**config.mk**
```make
export PLATFORM = sky130hd
export DESIGN_NAME = aes_sched
export DESIGN_NICKNAME = d
export VERILOG_FILES = /design/src/rtl/aes_sched.sv
export SDC_FILE = /design/constraint.sdc
export NUM_CORES = 1
export LEC_CHECK = 0
export BUFFER_PORTS_ARGS = -buffer_cell sky130_fd_sc_hd__buf_4
export CELL_PAD_IN_SITES_DETAIL_PLACEMENT = 1
export CELL_PAD_IN_SITES_GLOBAL_PLACEMENT = 1
export CORE_AREA = 2 2 474 476
export DETAILED_ROUTE_END_ITERATION = 6
export DIE_AREA = 0 0 476 478
export HOLD_SLACK_MARGIN = 0.02
export PLACE_DENSITY_LB_ADDON = 0.05
export SLEW_MARGIN = 20
export SYNTH_ARGS = -nofsm -noshare
export SYNTH_HDL_FRONTEND = slang
export SYNTH_SLANG_ARGS = --single-unit
```
**constraint.sdc**
```tcl
create_clock -name wb_clk_i -period 2.4 [get_ports wb_clk_i]
set_input_delay 0.36 -clock wb_clk_i [delete_from_list [all_inputs] [get_ports wb_clk_i]]
set_output_delay 0.36 -clock wb_clk_i [all_outputs]
set_load 0.01 [all_outputs]
```
**src/rtl/aes_sched.sv**
```systemverilog
// rtl/aes_sched.sv - two-requester round-robin job scheduler in front of an aes_192 core
// Optional macro AES_SCHED_TIMEOUT_EN aborts a WAIT longer than TIMEOUT cycles with rsp_err.
`timescale 1ns/1ps
module aes_sched #(
  parameter int TIMEOUT = 255
) (
  input  logic         wb_clk_i,
  input  logic         wb_rst_ni,
  input  logic         req0_valid,
  input  logic         req1_valid,
  output logic         req0_ready,
  output logic         req1_ready,
  input  logic [127:0] req0_pt,
  input  logic [127:0] req1_pt,
  input  logic [191:0] req0_key,
  input  logic [191:0] req1_key,
  output logic         aes_start,
  output logic [127:0] aes_state,
  output logic [191:0] aes_key,
  input  logic [127:0] aes_out,
  input  logic         aes_out_valid,
  output logic         rsp_valid,
  input  logic         rsp_ready,
  output logic         rsp_id,
  output logic [127:0] rsp_ct,
  output logic         rsp_err
);

  typedef enum logic [1:0] {S_IDLE, S_ISSUE, S_WAIT, S_RESP} state_e;

  state_e       state_q, state_d;
  logic         pri_q, pri_d;  // 1: requester 1 wins a tie
  logic [127:0] pt_q, pt_d;
  logic [191:0] key_q, key_d;
  logic [127:0] ct_q, ct_d;
  logic         id_q, id_d;
  logic         err_q, err_d;
  logic         any_req;
  logic         gnt1;
  logic         timed_out;

`ifdef AES_SCHED_TIMEOUT_EN
  logic [7:0] cnt_q, cnt_d;

  assign timed_out = (cnt_q == 8'(TIMEOUT - 1));

  always_comb begin
    cnt_d = cnt_q;
    if (state_q == S_ISSUE) begin
      cnt_d = '0;
    end else if (state_q == S_WAIT) begin
      cnt_d = cnt_q + 8'd1;
    end
  end

  always_ff @(posedge wb_clk_i or negedge wb_rst_ni) begin
    if (!wb_rst_ni) begin
      cnt_q <= '0;
    end else begin
      cnt_q <= cnt_d;
    end
  end
`else
  logic [7:0] unused_timeout;
  assign unused_timeout = 8'(TIMEOUT);
  assign timed_out      = 1'b0;
`endif

  assign any_req = req0_valid | req1_valid;
  assign gnt1    = req1_valid & (~req0_valid | pri_q);

  // Ready is gated by reset so a held request is never acknowledged while in reset.
  assign req0_ready = wb_rst_ni & (state_q == S_IDLE) & req0_valid & ~gnt1;
  assign req1_ready = wb_rst_ni & (state_q == S_IDLE) & gnt1;
  assign aes_start  = (state_q == S_ISSUE);
  assign rsp_valid  = (state_q == S_RESP);
  assign aes_state  = pt_q;
  assign aes_key    = key_q;
  assign rsp_id     = id_q;
  assign rsp_ct     = ct_q;
  assign rsp_err    = err_q;

  always_comb begin
    state_d = state_q;
    pri_d   = pri_q;
    pt_d    = pt_q;
    key_d   = key_q;
    ct_d    = ct_q;
    id_d    = id_q;
    err_d   = err_q;
    case (state_q)
      S_IDLE: begin
        if (any_req) begin
          id_d    = gnt1;
          pt_d    = gnt1 ? req1_pt : req0_pt;
          key_d   = gnt1 ? req1_key : req0_key;
          pri_d   = ~gnt1;
          state_d = S_ISSUE;
        end
      end
      S_ISSUE: state_d = S_WAIT;
      S_WAIT: begin
        if (aes_out_valid) begin
          ct_d    = aes_out;
          err_d   = 1'b0;
          state_d = S_RESP;
        end else if (timed_out) begin
          ct_d    = '0;
          err_d   = 1'b1;
          state_d = S_RESP;
        end
      end
      S_RESP: begin
        if (rsp_ready) begin
          state_d = S_IDLE;
        end
      end
      default: state_d = S_IDLE;
    endcase
  end

  always_ff @(posedge wb_clk_i or negedge wb_rst_ni) begin
    if (!wb_rst_ni) begin
      state_q <= S_IDLE;
      pri_q   <= 1'b0;
      pt_q    <= '0;
      key_q   <= '0;
      ct_q    <= '0;
      id_q    <= 1'b0;
      err_q   <= 1'b0;
    end else begin
      state_q <= state_d;
      pri_q   <= pri_d;
      pt_q    <= pt_d;
      key_q   <= key_d;
      ct_q    <= ct_d;
      id_q    <= id_d;
      err_q   <= err_d;
    end
  end

endmodule

```
==> results of run 1 <==
power by group:
part           switching [W]  internal, W
registers            0.00217       0.0114
logic                 0.0105       0.0112
clock network        0.00449      0.00630
total                 0.0171       0.0289
state kept, by name, summed over array words and instances, names as in the netlist:
| register | count |
|---|---|
| rsp_ct | 128 |
| state_q | 2 |
| pri_q | 1 |
| aes_state | 128 |
| rsp_id | 1 |
| aes_key | 192 |
layout make-up:
class	instances	share of cell area
multi-input combinational	789	0.163
timing repair buffer	2060	0.421
clock inverter	12	0.00502
antenna	35	0.00208
sequential	452	0.269
inverter	5	0.000446
clock buffer	105	0.0508
tap	2992	0.0889
cells by family after synthesis:
| group | count (synthesis) | share of synthesized area |
|---|---|---|
| DFF | 452 | 0.605 |
| and+or+nand+nor | 327 | 0.109 |
| AOI/OAI and AO/OA | 326 | 0.174 |
| muxes | 130 | 0.0782 |
| buffers and inverters | 125 | 0.0305 |
| adders and majority gates | 5 | 0.00335 |
| other | 1 | 0.000201 |
synth_stat cells (all sizes together):
master,n,area share
a21o,2,0.00080
a21oi,2,0.00094
a221o,320,0.17
a222oi,1,0.00054
and2,322,0.11
buf,79,0.021
clkbuf,41,0.0082
conb,1,0.00020
dfrtp,452,0.60
ha,5,0.0033
inv,5,0.0010
mux2,129,0.078
mux2i,1,0.00054
nand2,3,0.00060
nor2,2,0.00040
o21ai,1,0.00047
through the flow:
| stage | hold slack (ns) | setup WS, ns | util |
|---|---|---|---|
| 6_report | 0.167 | 0.107 | 0.189 |
| 5_1_grt | 0.108 | -0.0691 | 0.189 |
| 4_1_cts | 0.0483 | -0.0489 | 0.188 |
| 3_5_place_dp | 0.480 | 0.175 | 0.142 |
| 3_3_place_gp | 0.465 | 0.218 | 0.142 |
| 2_1_floorplan | 0.0644 | 0.518 | - |
critical path, stage by stage, from the launching register on:
cell and delay, ns:
dfrtp_1 0.39, inv_2 0.08, ha_4 0.17, nand2_4 0.05, a21oi_4 0.18, buf_12 0.15
and2_4 0.13, buf_6 0.10
timing repair:
action	CTS	global route
hold endpoints to repair	730	0
endpoints found under the setup margin	2	2
gates resized for setup	13	0
pin swaps	2	1
hold buffers	771	0
setup buffers	10	4
how the worst max path moves through the flow:
| stage | start | endpoint | cells past startpoint |
|---|---|---|---|
| final | state_q[1]$_DFFE_PN0P_ | req1_ready | 7 |
| after global routing | state_q[1]$_DFFE_PN0P_ | req1_ready | 7 |
| after CTS | state_q[1]$_DFFE_PN0P_ | req1_ready | 7 |
| after detailed placement | req1_valid | aes_state[15]$_DFFE_PN0P_ | 5 |
| after global placement | state_q[0]$_DFFE_PN0P_ | req0_ready | 7 |
| after floorplan | state_q[0]$_DFFE_PN0P_ | req0_ready | 7 |
layer usage:
metal | vias up | GRT usage | part of all wire
met3 | 201 | 0.0479 | 0.087
met2 | 843 | 0.218 | 0.50
met5 | - | 0 | 0.0016
met4 | 36 | 0.0352 | 0.028
met1 | 10200 | 0.137 | 0.38
li1 | 9257 | - | -
cells in the final DEF (no fill, tap or decap):
cell / synthesis / routed
clkbuf_8: 0 / 17
dlygate4sd3_1: 0 / 769
and2_4: 0 / 2
mux2i_1: 1 / 1
dfrtp_1: 452 / 452
and2_0: 293 / 293
buf_12: 0 / 24
o21ai_4: 0 / 1
buf_6: 0 / 2
bufinv_16: 0 / 1
inv_2: 0 / 2
clkinv_16: 0 / 3
clkbuf_16: 0 / 74
inv_1: 5 / 3
ha_1: 5 / 4
a21oi_4: 0 / 2
mux2_2: 129 / 129
clkinv_8: 0 / 3
buf_16: 0 / 1
a221o_1: 320 / 320
inv_16: 0 / 1
clkbuf_1: 41 / 14
and2_1: 29 / 27
ha_4: 0 / 1
a222oi_1: 1 / 1
buf_8: 0 / 2
a21o_1: 2 / 2
nand2_4: 0 / 2
nor2_1: 2 / 2
clkinv_2: 0 / 3
buf_4: 1 / 1262
diode_2: 0 / 35
clkinvlp_4: 0 / 1
nand2_2: 0 / 1
conb_1: 1 / 1
==> flow_summary_export.csv, run 1 <==
group,metric,value,unit
power_and_ir_drop,power,0.0460,W
grt,grt_antenna_before_repair,71,
die,dieWidth,476,um
final_layout,fin_cells,6450,
die,io-pin-count,1228,
logic_synthesis,yosysSeqAreaShare,0.605,
power_and_ir_drop,max-vdd-ir-drop,0.508,mV
drt,drt-pass1-iter-count,4,
die,core-area,223000,um^2
drt,via_per_inst,3.19,
sta,setup_viol,0,
drt,drt_iter0_drc,628,
sta,period_share,0.955,
clock_tree,clk_pin_slew,0.05,ns
die,die_y,478,um
logic_synthesis,avgSynthCellArea,13.7,um^2
drt,routedWlPerCell,22.6,um
final_layout,drive_above_1_share,0.448,
sta,rsz0062_at_grt,"true",
die,die_area,228000,um^2
final_layout,seqCellArea,11300,um^2
die,rows,174,
min_path,hp-start,"rsp_ready",
setup_path,cp_max_fo,4,
logic_synthesis,synth_area,18700,um^2
drt,drcViolationCount,0,
logic_synthesis,synth.net_count,2145,
sta,slew_headroom,0.456,
power_and_ir_drop,power.density,1090,nW/um^2
setup_path,critical_path_class,"reg -> out",
grt,grt_max_degree,105,
placement,dp.cells,5513,
placement,hpwl,113000,um
setup_path,endpoint_kind,"output port",
power_and_ir_drop,p_leak,18.7,nW
drt,route.vias.total,20600,
clock_tree,cts-htree-levels,3,
clock_tree,cts.sinks,452,
logic_synthesis,ys_ff_latch,452,
placement,routabilityCongestion,0.772,
setup_path,r2r_slack,0.43,ns
clock_tree,cts_root_buffer,"clkbuf_16",
setup_path,r2r_start,"state_q[1]$_DFFE_PN0P_",
logic_synthesis,synth_cells,1366,
final_layout,fill_cells,25500,
grt,grt_pass1_wl,198000,um
final_layout,fin_area,42100,um^2
clock_tree,cts.path.max_buffers,3,
logic_synthesis,synth_warnings,0,
placement,io_buffers,1226,
setup_path,start_kind,"flip-flop",
flow_run,maxCapViolCount,0,
final_layout,multi_input_area,6870,um^2
grt,grt_pass1_vias,23700,
min_path,hold_depth,4,
sta,clock_skew,0.0347,ns
logic_synthesis,ys_types,18,
min_path,hp-class,"in -> reg",
sta,fmax,436,MHz
sta,hold_viol_final,0,
setup_path,r2r_end,"aes_key[59]$_DFFE_PN0P_",
drt,wirelength,146000,um
outcome,outcome,"finished clean",
setup_path,worstRegToRegCells,7,
final_layout,syn2layout_area_growth,125,%
clock_tree,clkLatencyLatePin,0.70,ns
min_path,holdPathEnd,"state_q[0]$_DFFE_PN0P_",
setup_path,crit_arrival,1.93,ns
clock_tree,numCtsBuffers,74,
die,start_util,0.0838,
sta,finalSetupTns,0,ns
drt,ant_nets,0,
sta,drv_slew,0,
grt,grt_overflow,0,
final_layout,layout.nets,4161,
placement,placed_area,31800,um^2
setup_path,required,2.04,ns
clock_tree,cts_tree,"done",
sta,period_needed,2.29,ns
grt,grt_usage,0.124,
sta,tightest_slew,0.813,ns
Note: power is estimated with default switching activity, not from simulation.
==> inputs of run 2 (changes only) <==
==> constraint.sdc (replaced) <==
create_clock -name wb_clk_i -period 2.4 [get_ports wb_clk_i]
set_input_delay 0.48 -clock wb_clk_i [delete_from_list [all_inputs] [get_ports wb_clk_i]]
set_output_delay 0.48 -clock wb_clk_i [all_outputs]
set_load 0.01 [all_outputs]
==> flow_summary_export.csv, run 2 (same netlist as run 1, synthesis figures left out) <==
group,metric,value,unit
die,rows,174,
final_layout,syn2layout_area_growth,126,%
setup_path,cp_max_fo,3,
drt,drt-pass1-iter-count,7,
placement,hpwl,113000,um
setup_path,start_kind,"flip-flop",
grt,grt_pass1_vias,23800,
sta,hold_slack,0.263,ns
sta,period_share,0.995,
setup_path,critical_path_class,"reg -> out",
setup_path,cp_cell_sequence,"inv_2, ha_4, nand2_4, a21oi_4, buf_12, and2_4, buf_6",
power_and_ir_drop,power.density,1110,nW/um^2
sta,fmax,419,MHz
sta,drv_slew,0,
setup_path,crit_buf_inv,3,
drt,route.vias.total,20700,
setup_path,required,1.92,ns
final_layout,final_common_cell,"buf_4",
power_and_ir_drop,p_leak,18.8,nW
clock_tree,cts_root_buffer,"clkbuf_16",
sta,period_needed,2.39,ns
sta,rsz0062_at_grt,"true",
placement,io_buffers,1226,
setup_path,r2r_slack,0.11,ns
setup_path,endpoint_kind,"output port",
clock_tree,clkLatencyLatePin,0.70,ns
drt,ant_nets,0,
drt,via_per_inst,3.20,
clock_tree,numCtsBuffers,75,
grt,grt.met1_usage,0.137,
grt,grt_antenna_before_repair,68,
final_layout,largest_register_ffs,192,
drt,wirelength,146000,um
clock_tree,cts.sinks,452,
placement,routabilityCongestion,0.761,
die,die_y,478,um
min_path,hp-class,"in -> reg",
sta,clock_skew,0.0198,ns
sta,tightest_slew,0.882,ns
die,die_area,228000,um^2
setup_path,r2r_end,"aes_key[6]$_DFFE_PN0P_",
setup_path,r2r_start,"state_q[1]$_DFFE_PN0P_",
drt,drcViolationCount,0,
setup_path,cp.depth,7,
setup_path,cp-startpoint,"state_q[1]$_DFFE_PN0P_",
die,dieWidth,476,um
min_path,hp-start,"rsp_ready",
drt,routedWlPerCell,22.6,um
setup_path,max_stage_delay,0.40,ns
placement,placed_area,31900,um^2
min_path,hold_depth,4,
setup_path,crit_family,"flip-flops",
die,core-area,223000,um^2
sta,slew_headroom,0.412,
clock_tree,cts_tree,"done",
clock_tree,clk_pin_slew,0.05,ns
final_layout,layout.nets,4164,
sta,setup_viol,0,
grt,grt_overflow,0,
final_layout,layout_common_cells,"buf_4, dlygate4sd3_1, dfrtp_1, a221o_1, and2_0",
power_and_ir_drop,max-vdd-ir-drop,0.444,mV
grt,busiest_layer,"met2",
grt,use_met2,0.219,
setup_path,crit_arrival,1.91,ns
sta,hold_viol_final,0,
grt,met3_usage,0.0445,
clock_tree,cts.path.max_buffers,3,
grt,grt_max_degree,120,
outcome,outcome,"finished clean",
drt,drt_iter0_drc,685,
setup_path,crit_slowest_cell,"dfrtp_1",
setup_path,worstRegToRegCells,9,
die,start_util,0.0838,
final_layout,drive_above_1_share,0.447,
grt,grt_usage,0.124,
flow_run,maxCapViolCount,0,
die,io-pin-count,1228,
min_path,holdPathEnd,"state_q[0]$_DFFE_PN0P_",
final_layout,fin_area,42300,um^2
grt,grt_pass1_wl,198000,um
clock_tree,cts-htree-levels,3,
==> run 2: report_power, final <==
| part | internal [W] | total (W) | switching (W) |
|---|---|---|---|
| Clock | 0.00664 | 0.0113 | 0.00467 |
| Combinational | 0.0113 | 0.0219 | 0.0106 |
| Sequential | 0.0114 | 0.0136 | 0.00219 |
| Total | 0.0294 | 0.0468 | 0.0174 |
==> run 2: repair_timing <==
| item | CTS | global route |
|---|---|---|
| setup endpoints to repair | 2 | 7 |
| hold endpoints to repair | 521 | 0 |
| hold buffers | 769 | 0 |
| resized for setup | 12 | 1 |
| cloned | 0 | 1 |
| pin swaps | 2 | 1 |
| setup buffers | 9 | 4 |
==> run 2: stage by stage <==
step	utilization	TNS, ns	power (W)	cells	setup slack (ns)
2_1_floorplan	-	0	0.0221	1366	0.398
3_5_place_dp	0.143	0	0.0347	5517	0.230
5_1_grt	0.190	-0.210	0.0500	6462	-0.132
3_3_place_gp	0.143	0	0.0346	5517	0.246
6_report	0.190	0	0.0468	6464	0.0110
4_1_cts	0.189	-0.237	0.0483	6427	-0.134
==> run 2: worst max path at each step <==
| stage | end | slack (ns) |
|---|---|---|
| 2_1_floorplan | req0_ready | 0.40 |
| 3_3_place_gp | aes_state[3]$_DFFE_PN0P_ | 0.25 |
| 3_5_place_dp | aes_key[148]$_DFFE_PN0P_ | 0.23 |
| 4_1_cts | req1_ready | -0.13 |
| 5_1_grt | req1_ready | -0.13 |
| 6_report | req1_ready | 0.01 |
==> run 2: worst register-to-register path: cells and delay by family (launching register included) <==
| kind | cells | cell delay, ns |
|---|---|---|
| and+or+nand+nor | 1 | 0.06 |
| buffers and inverters | 5 | 1.13 |
| DFF | 1 | 0.38 |
| AOI/OAI and AO/OA | 2 | 0.42 |
| adders and majority gates | 1 | 0.17 |
==> run 2: metal layers <==
metal  vias to the layer above  routed length (um)
li1                       9280                   -
met1                     10400               56400
met2                       830               73300
met3                       183               12500
met4                        32                3980
met5                         -                 209
==> run 2: layout make-up <==
class	instances	area, um^2
clock inverters	12	238
multi-input cells	789	6880
repair buffers	2062	17800
well taps	2992	3740
inverters	5	18.8
diodes	32	80.1
flip-flops and latches	452	11300
fillers	25400	181000
clock buffers	120	2240
